==> src/rtl/sync_pkg.sv <==
// Shared constants and helpers for the sync_filter block: legal parameter
// ranges and the debounce counter width calculation.
package sync_pkg;

    localparam int STAGES_MIN   = 2;
    localparam int STAGES_MAX   = 8;
    localparam int DEBOUNCE_MIN = 1;
    localparam int DEBOUNCE_MAX = 65535;

    // Ceiling log2, never less than 1 bit so a counter always has a width.
    function automatic int clog2(input int n);
        int w;
        w = 0;
        while ((64'd1 << w) < 64'(n)) begin
            w++;
        end
        return (w < 1) ? 1 : w;
    endfunction

    // Counter width able to hold 0..DEBOUNCE.
    function automatic int cnt_width(input int debounce);
        return clog2(debounce + 1);
    endfunction

endpackage

==> src/rtl/sync_filter_ch.sv <==
// One channel of sync_filter: a plain flip-flop synchroniser chain, a
// debounce counter that qualifies level changes, and registered edge pulses.
module sync_filter_ch
    import sync_pkg::*;
#(
    parameter int   STAGES    = 3,
    parameter int   DEBOUNCE  = 1,
    parameter logic RESET_VAL = 1'b0
) (
    input  logic clk,
    input  logic resetn,
    input  logic input_sig_i,
    output logic sync_sig_o,
    output logic level_o,
    output logic rise_o,
    output logic fall_o
);

    localparam int              CNT_W    = cnt_width(DEBOUNCE);
    localparam logic [CNT_W-1:0] CNT_LAST = CNT_W'(DEBOUNCE - 1);

    logic [STAGES-1:0] sync_q, sync_d;
    logic [CNT_W-1:0]  cnt_q, cnt_d;
    logic              level_q, level_d;
    logic              rise_q, rise_d;
    logic              fall_q, fall_d;
    logic              sync_now;

    assign sync_now = sync_q[STAGES-1];

    // Next state: shift the chain, count consecutive samples that disagree
    // with the current level, and commit the new level on the last one.
    always_comb begin
        sync_d  = {sync_q[STAGES-2:0], input_sig_i};
        cnt_d   = cnt_q;
        level_d = level_q;
        rise_d  = 1'b0;
        fall_d  = 1'b0;
        if (sync_now == level_q) begin
            cnt_d = '0;
        end else if (cnt_q == CNT_LAST) begin
            cnt_d   = '0;
            level_d = sync_now;
            rise_d  = sync_now;
            fall_d  = ~sync_now;
        end else begin
            cnt_d = cnt_q + 1'b1;
        end
    end

    // State registers; reset discards any partial count and pending pulse.
    always_ff @(posedge clk) begin
        if (!resetn) begin
            sync_q  <= {STAGES{RESET_VAL}};
            cnt_q   <= '0;
            level_q <= RESET_VAL;
            rise_q  <= 1'b0;
            fall_q  <= 1'b0;
        end else begin
            sync_q  <= sync_d;
            cnt_q   <= cnt_d;
            level_q <= level_d;
            rise_q  <= rise_d;
            fall_q  <= fall_d;
        end
    end

    assign sync_sig_o = sync_now;
    assign level_o    = level_q;
    assign rise_o     = rise_q;
    assign fall_o     = fall_q;

endmodule

==> src/rtl/sync_filter.sv <==
// Multi-channel input synchroniser with debounce and edge detection.
// Channels are fully independent; each is one sync_filter_ch instance.
module sync_filter
    import sync_pkg::*;
#(
    parameter int               WIDTH     = 1,
    parameter int               STAGES    = 3,
    parameter int               DEBOUNCE  = 1,
    parameter logic [WIDTH-1:0] RESET_VAL = '0
) (
    input  logic             clk,
    input  logic             resetn,
    input  logic [WIDTH-1:0] input_sig,
    output logic [WIDTH-1:0] sync_sig,
    output logic [WIDTH-1:0] level,
    output logic [WIDTH-1:0] rise,
    output logic [WIDTH-1:0] fall
);

    if (STAGES < STAGES_MIN || STAGES > STAGES_MAX) begin : g_bad_stages
        $error("sync_filter: STAGES=%0d outside %0d..%0d", STAGES, STAGES_MIN, STAGES_MAX);
    end

    if (DEBOUNCE < DEBOUNCE_MIN || DEBOUNCE > DEBOUNCE_MAX) begin : g_bad_debounce
        $error("sync_filter: DEBOUNCE=%0d outside %0d..%0d", DEBOUNCE, DEBOUNCE_MIN, DEBOUNCE_MAX);
    end

    for (genvar i = 0; i < WIDTH; i++) begin : g_ch
        sync_filter_ch #(
            .STAGES    (STAGES),
            .DEBOUNCE  (DEBOUNCE),
            .RESET_VAL (RESET_VAL[i])
        ) u_ch (
            .clk         (clk),
            .resetn      (resetn),
            .input_sig_i (input_sig[i]),
            .sync_sig_o  (sync_sig[i]),
            .level_o     (level[i]),
            .rise_o      (rise[i]),
            .fall_o      (fall[i])
        );
    end

endmodule

==> config.mk <==
export PLATFORM = sky130hd
export DESIGN_NAME = sync_filter
export DESIGN_NICKNAME = d
export VERILOG_FILES = /design/src/rtl/sync_pkg.sv /design/src/rtl/sync_filter_ch.sv /design/src/rtl/sync_filter.sv
export SDC_FILE = /design/constraint.sdc
export NUM_CORES = 1
export LEC_CHECK = 0
export CAP_MARGIN = 20
export CELL_PAD_IN_SITES_DETAIL_PLACEMENT = 1
export CELL_PAD_IN_SITES_GLOBAL_PLACEMENT = 2
export CORE_AREA = 2 2 39 41
export CTS_CLUSTER_SIZE = 12
export DETAILED_ROUTE_END_ITERATION = 10
export DIE_AREA = 0 0 41 43
export PLACE_DENSITY = 0.48
export SLEW_MARGIN = 10
export SYNTH_ARGS = -nofsm -noshare
export SYNTH_HDL_FRONTEND = slang
export SYNTH_SLANG_ARGS = --single-unit
==> constraint.sdc <==
create_clock -name clk -period 0.9 [get_ports clk]
set_clock_uncertainty 0.15 [all_clocks]
set_input_delay 0.18 -clock clk [delete_from_list [all_inputs] [get_ports clk]]
set_output_delay 0.18 -clock clk [all_outputs]
set_load 0.1 [all_outputs]
* After elaboration in Yosys (flattened, before gate mapping)
Index checks and enable logic that the tools add are counted.
** Operators by class
- Add/sub/neg operators :: 1
- Multiply operators :: 0
- Div/mod/pow operators :: 0
- $lt $le $gt $ge :: 0
- Equal/unequal tests :: 1
- Shift-type cells :: 0
- Muxes and demuxes :: 0
- Bitwise gates (word level) :: 4
- Reduce and logical (&&, ||, !) cells :: 3
** Operators by type and width (count)
- $reduce_or 3->1 :: 2
- $not 1->1 :: 4
- $reduce_and 2->1 :: 1
- $add 1x1->1 const B :: 1
- $eq 1x1->1 :: 1
** Word-level totals
- Bits in registers :: 7
- Bits in latches :: 0
- RAM bits :: 0
- ROM bits :: 0
- Input port bits :: 3
- Output and inout port bits :: 4
- Word-level logic and storage cells :: 14
- Memories :: 0

* Logic depth before layout (Yosys ltp)
- Word-level depth :: 3
- Gate-level depth with buffers :: 2
- Depth with buffers taken out :: 2

* Worst setup path after synthesis
No wires, ideal clock.
- Kind :: register -> register
- Start point :: register g_ch[0].u_ch.level_q
- End point :: register g_ch[0].u_ch.rise_q
- Setup time :: 0.119 ns
- Arrival :: 1.242 ns
- Required time :: 0.631 ns
- Setup slack :: -0.611 ns
- Stages on the path, launching flop included :: 2
- Buffers on the path :: 0
- Period minus slack after synthesis :: 1.511 ns
- Path through :: dfxtp_1 -> and4bb_2
** Between the ends
- Longest elaborated chain between the ends :: 2
** Ends and longest elaborated chain
- start, declared :: RTL line sync_filter_ch.sv:24 : logic level_q, level_d;
- start signal, assigned :: RTL line sync_filter_ch.sv:62 : level_q <= level_d;
- $eq 1x1->1 :: RTL line sync_filter_ch.sv:39 : if (sync_now == level_q) begin
- $reduce_or 3->1 (no source line)
- end signal, assigned :: RTL line sync_filter_ch.sv:63 : rise_q <= rise_d;
- end, declared :: RTL line sync_filter_ch.sv:25 : logic rise_q, rise_d;
Every way passes these cells.
A chain may end at the register's enable or synchronous reset.

* Final worst setup path
- Start point :: register g_ch[0].u_ch.sync_q[2]
- End point :: output port sync_sig
** RTL lines
- start, declared :: RTL line sync_filter_ch.sv:22 : logic [STAGES-1:0] sync_q, sync_d;
- start signal, assigned :: RTL line sync_filter_ch.sv:54 : sync_q <= {STAGES{RESET_VAL}};
- start signal, assigned :: RTL line sync_filter_ch.sv:60 : sync_q <= sync_d;
- end, declared :: RTL line sync_filter.sv:14 : output logic [WIDTH-1:0] sync_sig,
No word-level cell between the ends.

==> results.toml <==
[critical_path]
r2r_start = "g_ch[0].u_ch.sync_q[2]$_SDFF_PN0_"
crit_path_start = "g_ch[0].u_ch.sync_q[2]$_SDFF_PN0_"
crit_fanout = 2
path_delay_family = "flip-flops"
slowest_stage = "dfxtp_4"
cp.arrival_ns = 0.77
r2r_cells = 2
critical_path_class = "reg -> out"
critPathMaxStageDelay_ns = 0.35
cp-start-kind = "register"
path_depth = 1
cp_num_buf_inv = 1
required_ns = 0.57
end_kind = "output pin"
crit_chain = "buf_12"
reg2reg_slack_ns = -0.06
rr_endpoint = "g_ch[0].u_ch.fall_o$_SDFF_PP0_"
setup.worst_path.end = "sync_sig"

[placement]
post-place-ws_ns = -0.2678
gp_congestion = 0.5369
portBuffers = 6
placement.cell_area_um2 = 339.1
hpwl_um = 258.8

[detailed_routing]
wl_per_cell_um = 7.767
vias_per_cell = 3.349
route.detailed.drc = 0
wirelength_um = 334
ant_nets = 0
drt_first_pass_iters = 1
drtIter0Drc = 0
num_vias = 144

[layout]
area_growth_pct = 86.50
final_core_util_pct = 27.49
multi_input_area_um2 = 63.81
fillCellCount = 159
diodes = 0
fin_nets = 31
final_area_um2 = 380.4
layout-drive-gt1-share_pct = 55.56
seqCellArea_um2 = 155.1

[logic_synthesis]
seq_area_frac_synth_pct = 68.71
ys_types = 6
synth_area_um2 = 203.9
synth_seq_cells = 7
syn_inst = 15
synth.avg_cell_area_um2 = 13.60
syn-num-nets = 18
ys.warnings.count = 0

[global_route]
grt_remaining_overflow = 0
gr-usage-met2_pct = 7.813
grt_pass1_wl_um = 552
grt_pass1_vias = 160
grt_max_degree = 7
gr-max-usage-layer = "met2"
globalRouteMet1Util_pct = 3.859
gr-usage-all-layers_pct = 5.221
grt_util_met3_pct = 3.141
antenna_found_initial = 0

[clock_network]
clk_latency_ns = 0.24
cts_resized = 0
clkSlewWorstSetupHoldPaths_ns = 0.05
root_buffer = "clkbuf_4"
cts.sinks = 7
cts_buffers = 3
ctsHoldBuffers = 0
cts_buffer_depth = 2
cts_tree = "built"
htreeDepth = 1

[pwr]
p_leak_uw = 0.0001528
vdd_drop_max_uv = 448.8
power_density_nw_per_um2 = 1678

[outcome]
violations = "negative setup slack"
status = "finished with violations"

[timing]
fin_setup_tns_ns = -0.8729
drv_slew = 0
rsz0062_at_grt = "true"
fmax_ghz = 0.9115
setup_viol = 7
setup_slack_ns = -0.1971
period_needed_ns = 1.097
hold_viol = 0
period_share_pct = 121.9

[flow_run]
cap_violations = 0

[floorplanning]
start_util_pct = 14.74
chipHeight_um = 43
core-area_um2 = 1384
fp.dieW_um = 41
design.die.area_um2 = 1763
boundaryPins = 7
rows = 14

[hold_path]
hold_class = "reg -> reg"
-- how the worst min path moves through the flow --
| stage | start | to | slack, ns | cells after the start |
|---|---|---|---|---|
| 4_1_cts | g_ch[0].u_ch.sync_q[1]$_SDFF_PN0_ | g_ch[0].u_ch.sync_q[2]$_SDFF_PN0_ | 0.29 | 1 |
| 3_5_place_dp | g_ch[0].u_ch.sync_q[1]$_SDFF_PN0_ | g_ch[0].u_ch.sync_q[2]$_SDFF_PN0_ | 0.28 | 1 |
| 6_report | g_ch[0].u_ch.sync_q[1]$_SDFF_PN0_ | g_ch[0].u_ch.sync_q[2]$_SDFF_PN0_ | 0.29 | 1 |
| 5_1_grt | g_ch[0].u_ch.sync_q[1]$_SDFF_PN0_ | g_ch[0].u_ch.sync_q[2]$_SDFF_PN0_ | 0.32 | 1 |
| 3_3_place_gp | g_ch[0].u_ch.sync_q[1]$_SDFF_PN0_ | g_ch[0].u_ch.sync_q[2]$_SDFF_PN0_ | 0.27 | 1 |
| 2_1_floorplan | resetn | g_ch[0].u_ch.sync_q[2]$_SDFF_PN0_ | 0.15 | 1 |
-- cell usage after synthesis, drive strengths merged --
| library cell | n | area (um2) |
|---|---|---|
| conb | 1 | 3.750 |
| dfxtp | 7 | 140.1 |
| and2 | 3 | 18.77 |
| and4bb | 2 | 25.02 |
| nor2b | 1 | 6.260 |
| mux2i | 1 | 10.01 |
-- cell usage in the layout, fill, tap and decap left out, drive strengths merged --
cell / n
clkdlybuf4s50: 2
mux2i: 1
buf: 6
nor2b: 1
and4bb: 2
dfxtp: 7
clkbuf: 4
and2: 3
conb: 1
-- metal layers --
metal / up-vias / wire length, um
li1: 72 / -
met1: 65 / 120
met2: 7 / 172
met3: 0 / 41
met4: 0 / 0
met5: - / 0
-- area by class of cell --
cell class	instances	area share, %
clock buffers	4	6.908
multi-input cells	8	16.78
repair buffers	8	30.26
flip-flops and latches	7	40.79
well taps	16	5.263
-- registers in the layout, summed over array words and instances (netlist names) --
name,count
g_ch.u_ch.sync_q,3
g_ch.u_ch.cnt_q,1
g_ch.u_ch.fall_o,1
g_ch.u_ch.level_o,1
g_ch.u_ch.rise_o,1
-- power by group --
group          leakage [uW]  switching [uW]  internal, uW
clock             0.0000150             105           169
combinational     0.0000773            24.7          25.3
sequential        0.0000605            5.13           310
-- kinds of logic after synthesis --
kind of cell	share of synthesized area [%]
muxes	4.908
other	1.839
DFF	68.71
and+or+nand+nor	24.54
-- what timing repair did --
item | 4_1_cts | 5_1_grt
buffers inserted | 2 | 0
gates cloned | 0 | 0
setup endpoints to repair | 5 | 7
-- per-stage QoR --
step	total power, uW	hold slack, ns	cells
CTS	659.5	0.2919	43
floorplan	345.2	0.1509	15
global route	686.3	0.3186	43
finish	638.3	0.2869	43
detailed placement	368.9	0.2793	37
global placement	368.7	0.2711	37
Power figures use the tool's default switching activity.
==> variant (same flow settings) <==
`RESET_VAL` is set to '0 in 2 places; all go to 1.
--- a/src/rtl/sync_filter_ch.sv
+++ b/src/rtl/sync_filter_ch.sv
@@ -7,3 +7,3 @@
     parameter int   DEBOUNCE  = 1,
-    parameter logic RESET_VAL = 1'b0
+    parameter logic RESET_VAL = 1'b1
 ) (
--- a/src/rtl/sync_filter.sv
+++ b/src/rtl/sync_filter.sv
@@ -8,3 +8,3 @@
     parameter int               DEBOUNCE  = 1,
-    parameter logic [WIDTH-1:0] RESET_VAL = '0
+    parameter logic [WIDTH-1:0] RESET_VAL = 1
 ) (
Formal check against the unedited RTL: not equivalent (Yosys sat finds a counterexample within 4 cycles, from zero or initial values and one cycle with resetn low).
==> variant against the unedited design <==
The run still ends with negative setup slack left. Wire length rose by 3.0%. Worst setup slack lost 0.00064 ns. Area after synthesis down 1.2%. Cell area down 0.66%. Total power increased by 0.65%. Final cell count unchanged. Global-route usage rose by 0.61 points. Sequential cell count unchanged. Sequential power about the same. Count of clock-buffer cells in the layout did not move. Largest cell class unchanged.
==> variant: results (changes against the unedited design) <==
router iterations before antenna repair - 2 (+1)
met1 Usage GRT - 4.84% (+0.98 points)
overall routing resource usage - 5.83% (+0.61 points)
M3 GR Usage - 4.71% (+1.6 points)
WL final - 344 µm (+3.0%)
beginning of the critical path - g_ch[0].u_ch.sync_q[2]$_SDFF_PN1_
most frequent cells after synthesis - dfxtp_1 (7), nand2b_1 (3), and4bb_1 (2)
vias after detailed routing - 153 (+6.3%)
First DRT Iteration DRCs - 2 (+2)
top cells by area, synth - dfxtp_1 (70%), and4bb_1 (12%), nand2b_1 (9.3%), mux2i_1 (5.0%), conb_1 (1.9%)
Place WS - -0.281 ns (-0.0127 ns)
Setup TNS Final - -0.844 ns (+0.0288 ns)
failing checks - negative setup slack
vias in the first global route - 156 (-2.5%)
Seq/Total Area, Yosys - 69.6% (+0.85 points)
worst reg2reg path endpoint - g_ch[0].u_ch.rise_o$_SDFF_PP0_
reg-to-reg slack, setup - -0.03 ns (+0.03 ns)
Area after DPL - 337 µm² (-0.74%)
hold path endpoint - g_ch[0].u_ch.sync_q[2]$_SDFF_PN1_
Worst Slack Setup Final - -0.198 ns (-0.000637 ns)
gpl congestion - 0.521 (-3.0%)
Hold Worst Slack - 0.261 ns (-0.0256 ns)
min-delay src - g_ch[0].u_ch.sync_q[1]$_SDFF_PN1_
first-pass GRT wire length - 600 µm (+8.7%)
critical path arrival - 0.77 ns (about the same)
final setup violation count - 7 (unchanged)
layout cells sized above 1 - 48.1% (-7.4 points)
status - finished with violations
variant: cells by family (layout without fill, tap and decap cells):
family                 Yosys count  in the layout  synth area share [%]
and+or+nand+nor                  6              6                  23.6
other                            1              1                  1.86
buffers and inverters            0             12                     0
DFF                              7              7                  69.6
muxes                            1              1                  4.97
variant: layout make-up:
type / count / area, µm²
fillers: 154 / 1010
multi-input cells: 8 / 61.3
flip-flops and latches: 7 / 155
repair buffers: 8 / 115
well taps: 16 / 20.0
clock buffers: 4 / 26.3
variant: how the worst max path moves through the flow:
stage                                     end  slack [ns]  cells after the start
2_1_floorplan  g_ch[0].u_ch.rise_o$_SDFF_PP0_        -0.1                      1
3_3_place_gp   g_ch[0].u_ch.rise_o$_SDFF_PP0_       -0.28                      2
3_5_place_dp   g_ch[0].u_ch.rise_o$_SDFF_PP0_       -0.28                      2
4_1_cts                              sync_sig       -0.22                      1
5_1_grt                                 level       -0.23                      1
6_report                             sync_sig       -0.20                      1
variant: layer usage:
metal | wire [µm] | vias up
li1 | - | 76
met3 | 38 | 0
met1 | 121 | 68
met2 | 184 | 9
met5 | 0 | -
met4 | 0 | 0
variant: repair_timing:
| item | CTS | global route |
|---|---|---|
| hold buffers | 0 | 0 |
| setup endpoints to repair | 6 | 7 |
| setup buffers | 2 | 0 |
variant: power breakdown:
group          internal, mW  switching, mW
clock                 0.169          0.109
sequential            0.310        0.00490
combinational        0.0249         0.0257
